File: src/rtl/vga_timing_pkg.sv
// Shared 640x480@60 timing defaults, coordinate type and derived-total helpers
// for the VGA raster generator and the renderers that consume its coordinates.
package vga_timing_pkg;

    localparam int DEF_H_VISIBLE = 640;
    localparam int DEF_H_FP      = 16;
    localparam int DEF_H_SYNC    = 96;
    localparam int DEF_H_BP      = 48;
    localparam int DEF_V_VISIBLE = 480;
    localparam int DEF_V_FP      = 10;
    localparam int DEF_V_SYNC    = 2;
    localparam int DEF_V_BP      = 33;

    typedef logic [9:0] coord_t;

    function automatic int h_total(int visible, int fp, int sync, int bp);
        return visible + fp + sync + bp;
    endfunction

    function automatic int v_total(int visible, int fp, int sync, int bp);
        return visible + fp + sync + bp;
    endfunction

endpackage

File: src/rtl/vga_sync_delay.sv
// Single-bit shift-register delay that lines the sync strobes up with the
// renderers' registered RGB; DEPTH=0 degenerates to a wire.
module vga_sync_delay #(
    parameter int   DEPTH     = 2,
    parameter logic RESET_VAL = 1'b1
) (
    input  logic clk,
    input  logic rst_n,
    input  logic d,
    output logic q
);

    if (DEPTH == 0) begin : g_pass
        assign q = d;
    end else begin : g_shift
        logic [DEPTH-1:0] stages;

        // NOTE: every delay stage is reset so the connector sees inactive sync right out of reset.
        always_ff @(posedge clk or negedge rst_n) begin
            if (!rst_n) begin
                stages <= {DEPTH{RESET_VAL}};
            end else begin
                stages[0] <= d;
                for (int i = 1; i < DEPTH; i++) begin
                    stages[i] <= stages[i-1];
                end
            end
        end

        assign q = stages[DEPTH-1];
    end

endmodule

File: src/rtl/vga_timing_gen.sv
// Raster timing generator: scan counters, display-enable, raw and pipeline-aligned
// sync strobes, plus a frame-end tick and completed-frame counter.
module vga_timing_gen import vga_timing_pkg::*; #(
    parameter int H_VISIBLE = DEF_H_VISIBLE,
    parameter int H_FP      = DEF_H_FP,
    parameter int H_SYNC    = DEF_H_SYNC,
    parameter int H_BP      = DEF_H_BP,
    parameter int V_VISIBLE = DEF_V_VISIBLE,
    parameter int V_FP      = DEF_V_FP,
    parameter int V_SYNC    = DEF_V_SYNC,
    parameter int V_BP      = DEF_V_BP,
    parameter int PIPE_DLY  = 2,
    parameter int FC_W      = 16
) (
    input  logic            vga_clk,
    input  logic            reset_n,
    output logic [9:0]      DrawX,
    output logic [9:0]      DrawY,
    output logic            blank,
    output logic            hs,
    output logic            vs,
    output logic            hs_d,
    output logic            vs_d,
    output logic            frame_end,
    output logic [FC_W-1:0] frame_count
);

    localparam int H_TOTAL = h_total(H_VISIBLE, H_FP, H_SYNC, H_BP);
    localparam int V_TOTAL = v_total(V_VISIBLE, V_FP, V_SYNC, V_BP);

    localparam coord_t H_LAST   = coord_t'(H_TOTAL - 1);
    localparam coord_t V_LAST   = coord_t'(V_TOTAL - 1);
    localparam coord_t H_VIS    = coord_t'(H_VISIBLE);
    localparam coord_t V_VIS    = coord_t'(V_VISIBLE);
    localparam coord_t HS_START = coord_t'(H_VISIBLE + H_FP);
    localparam coord_t HS_END   = coord_t'(H_VISIBLE + H_FP + H_SYNC - 1);
    localparam coord_t VS_START = coord_t'(V_VISIBLE + V_FP);
    localparam coord_t VS_END   = coord_t'(V_VISIBLE + V_FP + V_SYNC - 1);

    coord_t x_next;
    coord_t y_next;

    // NOTE: defaults first so no path through the block leaves a value held (no latch).
    always_comb begin
        x_next = DrawX + coord_t'(1);
        y_next = DrawY;
        if (DrawX == H_LAST) begin
            x_next = '0;
            y_next = (DrawY == V_LAST) ? coord_t'(0) : DrawY + coord_t'(1);
        end
    end

    // Qualifiers decode the next counter values so they land on the same edge as the counters.
    // NOTE: state updates use non-blocking assignments so all registers sample pre-edge values.
    always_ff @(posedge vga_clk or negedge reset_n) begin
        if (!reset_n) begin
            DrawX       <= '0;
            DrawY       <= '0;
            blank       <= 1'b1;
            hs          <= 1'b1;
            vs          <= 1'b1;
            frame_end   <= 1'b0;
            frame_count <= '0;
        end else begin
            DrawX     <= x_next;
            DrawY     <= y_next;
            blank     <= (x_next < H_VIS) && (y_next < V_VIS);
            hs        <= !((x_next >= HS_START) && (x_next <= HS_END));
            vs        <= !((y_next >= VS_START) && (y_next <= VS_END));
            frame_end <= (x_next == H_LAST) && (y_next == V_LAST);
            if (frame_end) begin
                frame_count <= frame_count + FC_W'(1);
            end
        end
    end

    vga_sync_delay #(
        .DEPTH    (PIPE_DLY),
        .RESET_VAL(1'b1)
    ) u_hs_delay (
        .clk  (vga_clk),
        .rst_n(reset_n),
        .d    (hs),
        .q    (hs_d)
    );

    vga_sync_delay #(
        .DEPTH    (PIPE_DLY),
        .RESET_VAL(1'b1)
    ) u_vs_delay (
        .clk  (vga_clk),
        .rst_n(reset_n),
        .d    (vs),
        .q    (vs_d)
    );

endmodule

File: config.mk
export PLATFORM = sky130hd
export DESIGN_NAME = vga_timing_gen
export DESIGN_NICKNAME = d
export VERILOG_FILES = /design/src/rtl/vga_timing_pkg.sv /design/src/rtl/vga_sync_delay.sv /design/src/rtl/vga_timing_gen.sv
export SDC_FILE = /design/constraint.sdc
export NUM_CORES = 1
export LEC_CHECK = 0
export BUFFER_PORTS_ARGS = -buffer_cell sky130_fd_sc_hd__clkbuf_2
export CELL_PAD_IN_SITES_DETAIL_PLACEMENT = 1
export CELL_PAD_IN_SITES_GLOBAL_PLACEMENT = 2
export CORE_MARGIN = 4
export CORE_UTILIZATION = 38
export CTS_BUF_LIST = sky130_fd_sc_hd__clkbuf_8
export CTS_CLUSTER_DIAMETER = 50
export CTS_CLUSTER_SIZE = 8
export DETAILED_ROUTE_END_ITERATION = 8
export PLACE_DENSITY_LB_ADDON = 0.1
export SLEW_MARGIN = 10
export SYNTH_ARGS = -nofsm -noshare
export SYNTH_HDL_FRONTEND = slang
export SYNTH_SLANG_ARGS = --single-unit
File: constraint.sdc
create_clock -name vga_clk -period 5.6 [get_ports vga_clk]
set_input_delay 0.56 -clock vga_clk [delete_from_list [all_inputs] [get_ports vga_clk]]
set_output_delay 0.56 -clock vga_clk [all_outputs]
set_load 0.05 [all_outputs]
Word level (Yosys, flattened, before mapping):

Cells that the tools add are included.

* bits in registers: 44
* bits in latches: 0
* RAM bits: 0
* bits in read-only memories: 0
* input bits: 2
* output and inout port bits: 42
* logic and storage cells: 31
* memories: 0

* $add $sub $neg: 3
* $mul: 0
* divide/modulo/power cells: 0
* order comparisons: 6
* equality and inequality tests: 4
* shift-type cells: 0
* muxes and demuxes: 3
* bitwise gates (word level): 0
* reductions and logical operators: 6

Operators with widths (count)
* $eq 10x10->1 const B: 4
* $mux 10: 3
* $add 10x1->10 const B: 2
* $add 16x1->16 const B: 1
* $ge 10x10->1 const B: 1
* $ge 10x9->1 const B: 1
* $le 10x10->1 const B: 1
* $le 10x9->1 const B: 1
* $lt 10x10->1 const B: 1
* $lt 10x9->1 const B: 1
* $logic_and 1x1->1: 4
* $logic_not 1->1: 2

Longest topological paths before layout:

* word-level depth: 6
* mapped depth: 9

Hierarchy:

Synthesis repeated with hierarchy kept, for this count alone.

* cell total of the unflattened synthesis: 209
* area total of the unflattened synthesis: 2234.6 um^2

By module, submodules not included
* vga_timing_gen: times used 1, cells an instance 205, area an instance 2129.5 um^2
* vga_sync_delay: times used 2, cells an instance 2, area an instance 52.6 um^2

Worst setup path after synthesis:

OpenSTA, ideal clock, no wires.

* kind: register -> register
* start: register DrawX[0]
* end: register frame_end
* setup time: 0.095 ns
* arrival: 2.426 ns
* data required time: 5.505 ns
* slack: 3.079 ns
* cell stages (with the launch flop): 9
* path buffers: 1
* cells stage by stage: dfrtp_1 -> ha_1 -> and4_4 -> and3_1 -> clkbuf_4 -> a31oi_1 -> a31oi_1 -> or3b_1 -> nor4b_2

* cells in the longest elaborated chain, start to end: 4
* elaborated cells on any way between the ends: 7
* those cells by class: add/sub: 1; eq/ne: 3; mux: 2; reduce/logical: 1

Ends and longest elaborated chain
* start: declaration: line vga_timing_gen.sv:17 `output logic [9:0] DrawX,`
* start signal: assignment: line vga_timing_gen.sv:65 `DrawX <= x_next;`
* $eq 10x10->1: line vga_timing_gen.sv:47 `if (DrawX == H_LAST) begin`
* $mux 10: line vga_timing_gen.sv:47
* via y_next[9]: line vga_timing_gen.sv:41 `coord_t y_next;`
* $eq 10x10->1: line vga_timing_gen.sv:70 `frame_end <= (x_next == H_LAST) && (y_next == V_LAST);`
* $logic_and 1x1->1: line vga_timing_gen.sv:70
* end signal: assignment: line vga_timing_gen.sv:70
* end: declaration: line vga_timing_gen.sv:24 `output logic frame_end,`

The timed path passes the listed nets, and every way through them passes these cells.
A chain may end at the register's enable or synchronous reset.

Worst setup path after layout:

Ends and elaborated chain as after synthesis.

==> metrics.txt <==
DRC violations left 0; share of layout cells above drive strength 1 0.2556; synthesized flop and latch total 44; max-slew violations 0; top_reg_cell synth dfrtp_1; Netlist cell types 47; worst path required time between 5 and 6 ns; clock-pin slew on the worst setup and hold paths 0.09 ns; pin count of the biggest net entering global routing between 40 and 50; CP Max Fanout 15; final setup TNS 0 ns; CTS Buffer Depth 2; Die Span X around 86 um; P per Cell Area 229.1 nW/um^2; Syn Inst Count around 230; Die Height between 80 and 90 um; biggest cell delay along the critical path 0.50 ns; r2r setup slk between 2 and 3 ns; drt via density 5.363; final wirelength 5.493 mm; slowest stage cell, crit path and3_1; sequential share of the synthesized area 0.4858; RD Place Congestion just under 0.8; syn_area_per_cell 10.11 sq um; RSZ-0062 raised after global routing no; Setup CP Type flop to flop; FF-to-FF path depth 7; router iterations before antenna repair 4; gr usage total 0.1569; Final Util 0.4685; CP Capture Type flop; total clock sinks between 40 and 50; initial antenna violation count 0; Hold Crit Class primary input to asynchronous set/reset pin; nets ~280; Hold Vio Cnt, Final 0; CTS resizes 0; slew of the pin with the lowest slew margin roughly 0.60 ns; async set-or-reset flop fraction in the synthesized netlist 1.000; Yosys warning total 0; grt total ovfl 0; detailed placer's ending HPWL 3.989 mm; die area around 7300 sq um; post-synth top area share 0.4053; Max Clk Rate 0.3690 GHz; number of flops mapped to enable cells by yosys 0; DR WL/cell between 15 and 20 um; leak pwr between 1 and 1.5 nW; largest area contributor in the netlist dfrtp_1; Max VDD drop 0.1108 mV; Syn-to-layout area delta 16.37%; startpoint types flop; Synth area leaders dfrtp_1, dfstp_2, xnor2_1, nand2_1, xor2_1; postcts setup bufs 0; drt initial violations 40; I/O pin count 44; cell repeated most along the worst path a31oi_1; row cnt 27; Routed Antenna Nets 0; Slew HR 0.5977; endpoints failing setup 0; CTS Hold Bufs 0; Mapped Area 2285 sq um; worst path arrival time between 2 and 3 ns; Fin Hold WS around 0.34 ns; Fillers 681; PortBufs 43; DP Area 2526 sq um; Starting Density 0.4026; CTS tree done; period utilization 0.4839; Antenna diodes 0; Worst R2R Start DrawX[0]; Final Skew a little under 0.007 ns; maxcap violations 0; reg2reg end frame_end; status complete, no violations; first-pass GRT wire length ~9.2 mm; cts bufs inserted 5; final period demand of the worst path roughly 2.7 ns; core area approximately 5700 sq um; Vias ~1800; worst-path cell chain ha_1 -> and4_4 -> and3_1 -> a31oi_1 -> a31oi_1 -> or3b_1 -> nor4b_2; Final Power 0.6092 mW; final instance area ~2700 sq um; vias in the first global route about 1900; syn_nets ~230; Root Driver clkbuf_8; worst skew pair latency roughly 0.29 ns; H-tree levels 2
## critical path: cells and delay by family (launching register included)
| family | cells | cell delay, ns |
|---|---|---|
| AND/OR/NAND/NOR | 4 | 1.49 |
| adder cells (fa/ha/maj) | 1 | 0.30 |
| flip-flops | 1 | 0.41 |
| AO/OA/AOI/OAI | 2 | 0.43 |
## stage by stage
stage / worst slack [ns] / instances
5_1_grt: 2.587 / 342
4_1_cts: 2.840 / 342
2_1_floorplan: 3.079 / 226
6_report: 2.890 / 342
3_5_place_dp: 2.851 / 334
3_3_place_gp: 3.026 / 334
## metal layers
metal  global-route usage  share of wire
met1               0.2141           0.50
met2               0.2535           0.46
met3              0.02882          0.034
met4              0.04748         0.0091
met5                    0              0
## Yosys cell counts (all sizes together) (2+ instances only)
| master | number |
|---|---|
| and2 | 2 |
| and4 | 2 |
| and3 | 9 |
| nor2 | 16 |
| dfrtp | 37 |
| nand4b | 3 |
| ha | 5 |
| o22ai | 4 |
| nor3 | 3 |
| inv | 9 |
| nand2 | 29 |
| nand4 | 8 |
| nand3 | 11 |
| a21o | 2 |
| a21oi | 4 |
| xnor2 | 15 |
| or3 | 3 |
| o21ai | 11 |
| nor4 | 5 |
| a31oi | 4 |
| clkbuf | 7 |
| xor2 | 10 |
| dfstp | 7 |
| o31ai | 4 |
## cell families (layout without fill, tap and decap cells)
logic type               count (synthesis)  after routing  synth area share
AO/OA/AOI/OAI                           36             36            0.1019
XOR/XNOR                                25             25           0.09584
adder cells (fa/ha/maj)                  5              5           0.02738
buffers and inverters                   17             61           0.04600
flip-flops                              44             44            0.4858
multiplexers                             2              2          0.009310
AND/OR/NAND/NOR                         97             97            0.2338
## placed cells by master (no fill, tap or decap), types with 2 or more instances in the layout
cell / synthesis / layout
and2_1: 2 / 2
bufinv_16: 0 / 2
and3_2: 2 / 2
o22ai_1: 4 / 4
nand2_1: 29 / 29
dfstp_2: 7 / 7
o21ai_0: 11 / 11
nor2_1: 16 / 16
a21oi_1: 4 / 4
nand3_1: 11 / 11
inv_1: 9 / 10
nor4_1: 4 / 4
ha_1: 5 / 5
nor3_1: 3 / 3
xnor2_1: 15 / 15
clkbuf_8: 3 / 5
or3_2: 2 / 2
and3_1: 7 / 7
o31ai_1: 4 / 4
xor2_1: 10 / 10
dfrtp_1: 37 / 37
clkbuf_2: 0 / 43
a31oi_1: 4 / 4
nand4_1: 8 / 8
nand4b_1: 3 / 3
## registers in the layout, summed over array words and instances, names as in the netlist
signal	cells
u_vs_delay.g_shift.stages	2
hs	1
vs	1
frame_count	16
frame_end	1
blank	1
u_hs_delay.g_shift.stages	2
DrawX	10
DrawY	10
## area by class of cell
class	count	area (sq um)	area share
Sequential cell	44	1110	0.4174
Clock inverter	3	63.81	0.02400
Timing Repair Buffer	44	222.7	0.08376
Tap cell	72	90.09	0.03388
Inverter	9	33.78	0.01271
Clock buffer	5	68.82	0.02588
Multi-Input combinational cell	165	1070	0.4024
## worst max path at each step
stage / startpoint / endpoint / slack (ns) / depth (start not counted)
6_report: DrawX[0] / frame_end / 2.89 / 7
5_1_grt: DrawX[0] / frame_end / 2.59 / 7
4_1_cts: DrawX[0] / frame_end / 2.84 / 7
3_5_place_dp: DrawX[0] / frame_end / 2.85 / 7
3_3_place_gp: DrawX[0] / frame_end / 3.03 / 7
2_1_floorplan: DrawX[0] / frame_end / 3.08 / 8
## power by group
group          switching (mW)  internal (mW)  total, mW
Sequential                  0          0.318      0.318
Clock                   0.108          0.177      0.285
Combinational         0.00603       0.000706    0.00674
Total                   0.114          0.495      0.609
No activity file was read; power rests on OpenSTA's default activity.
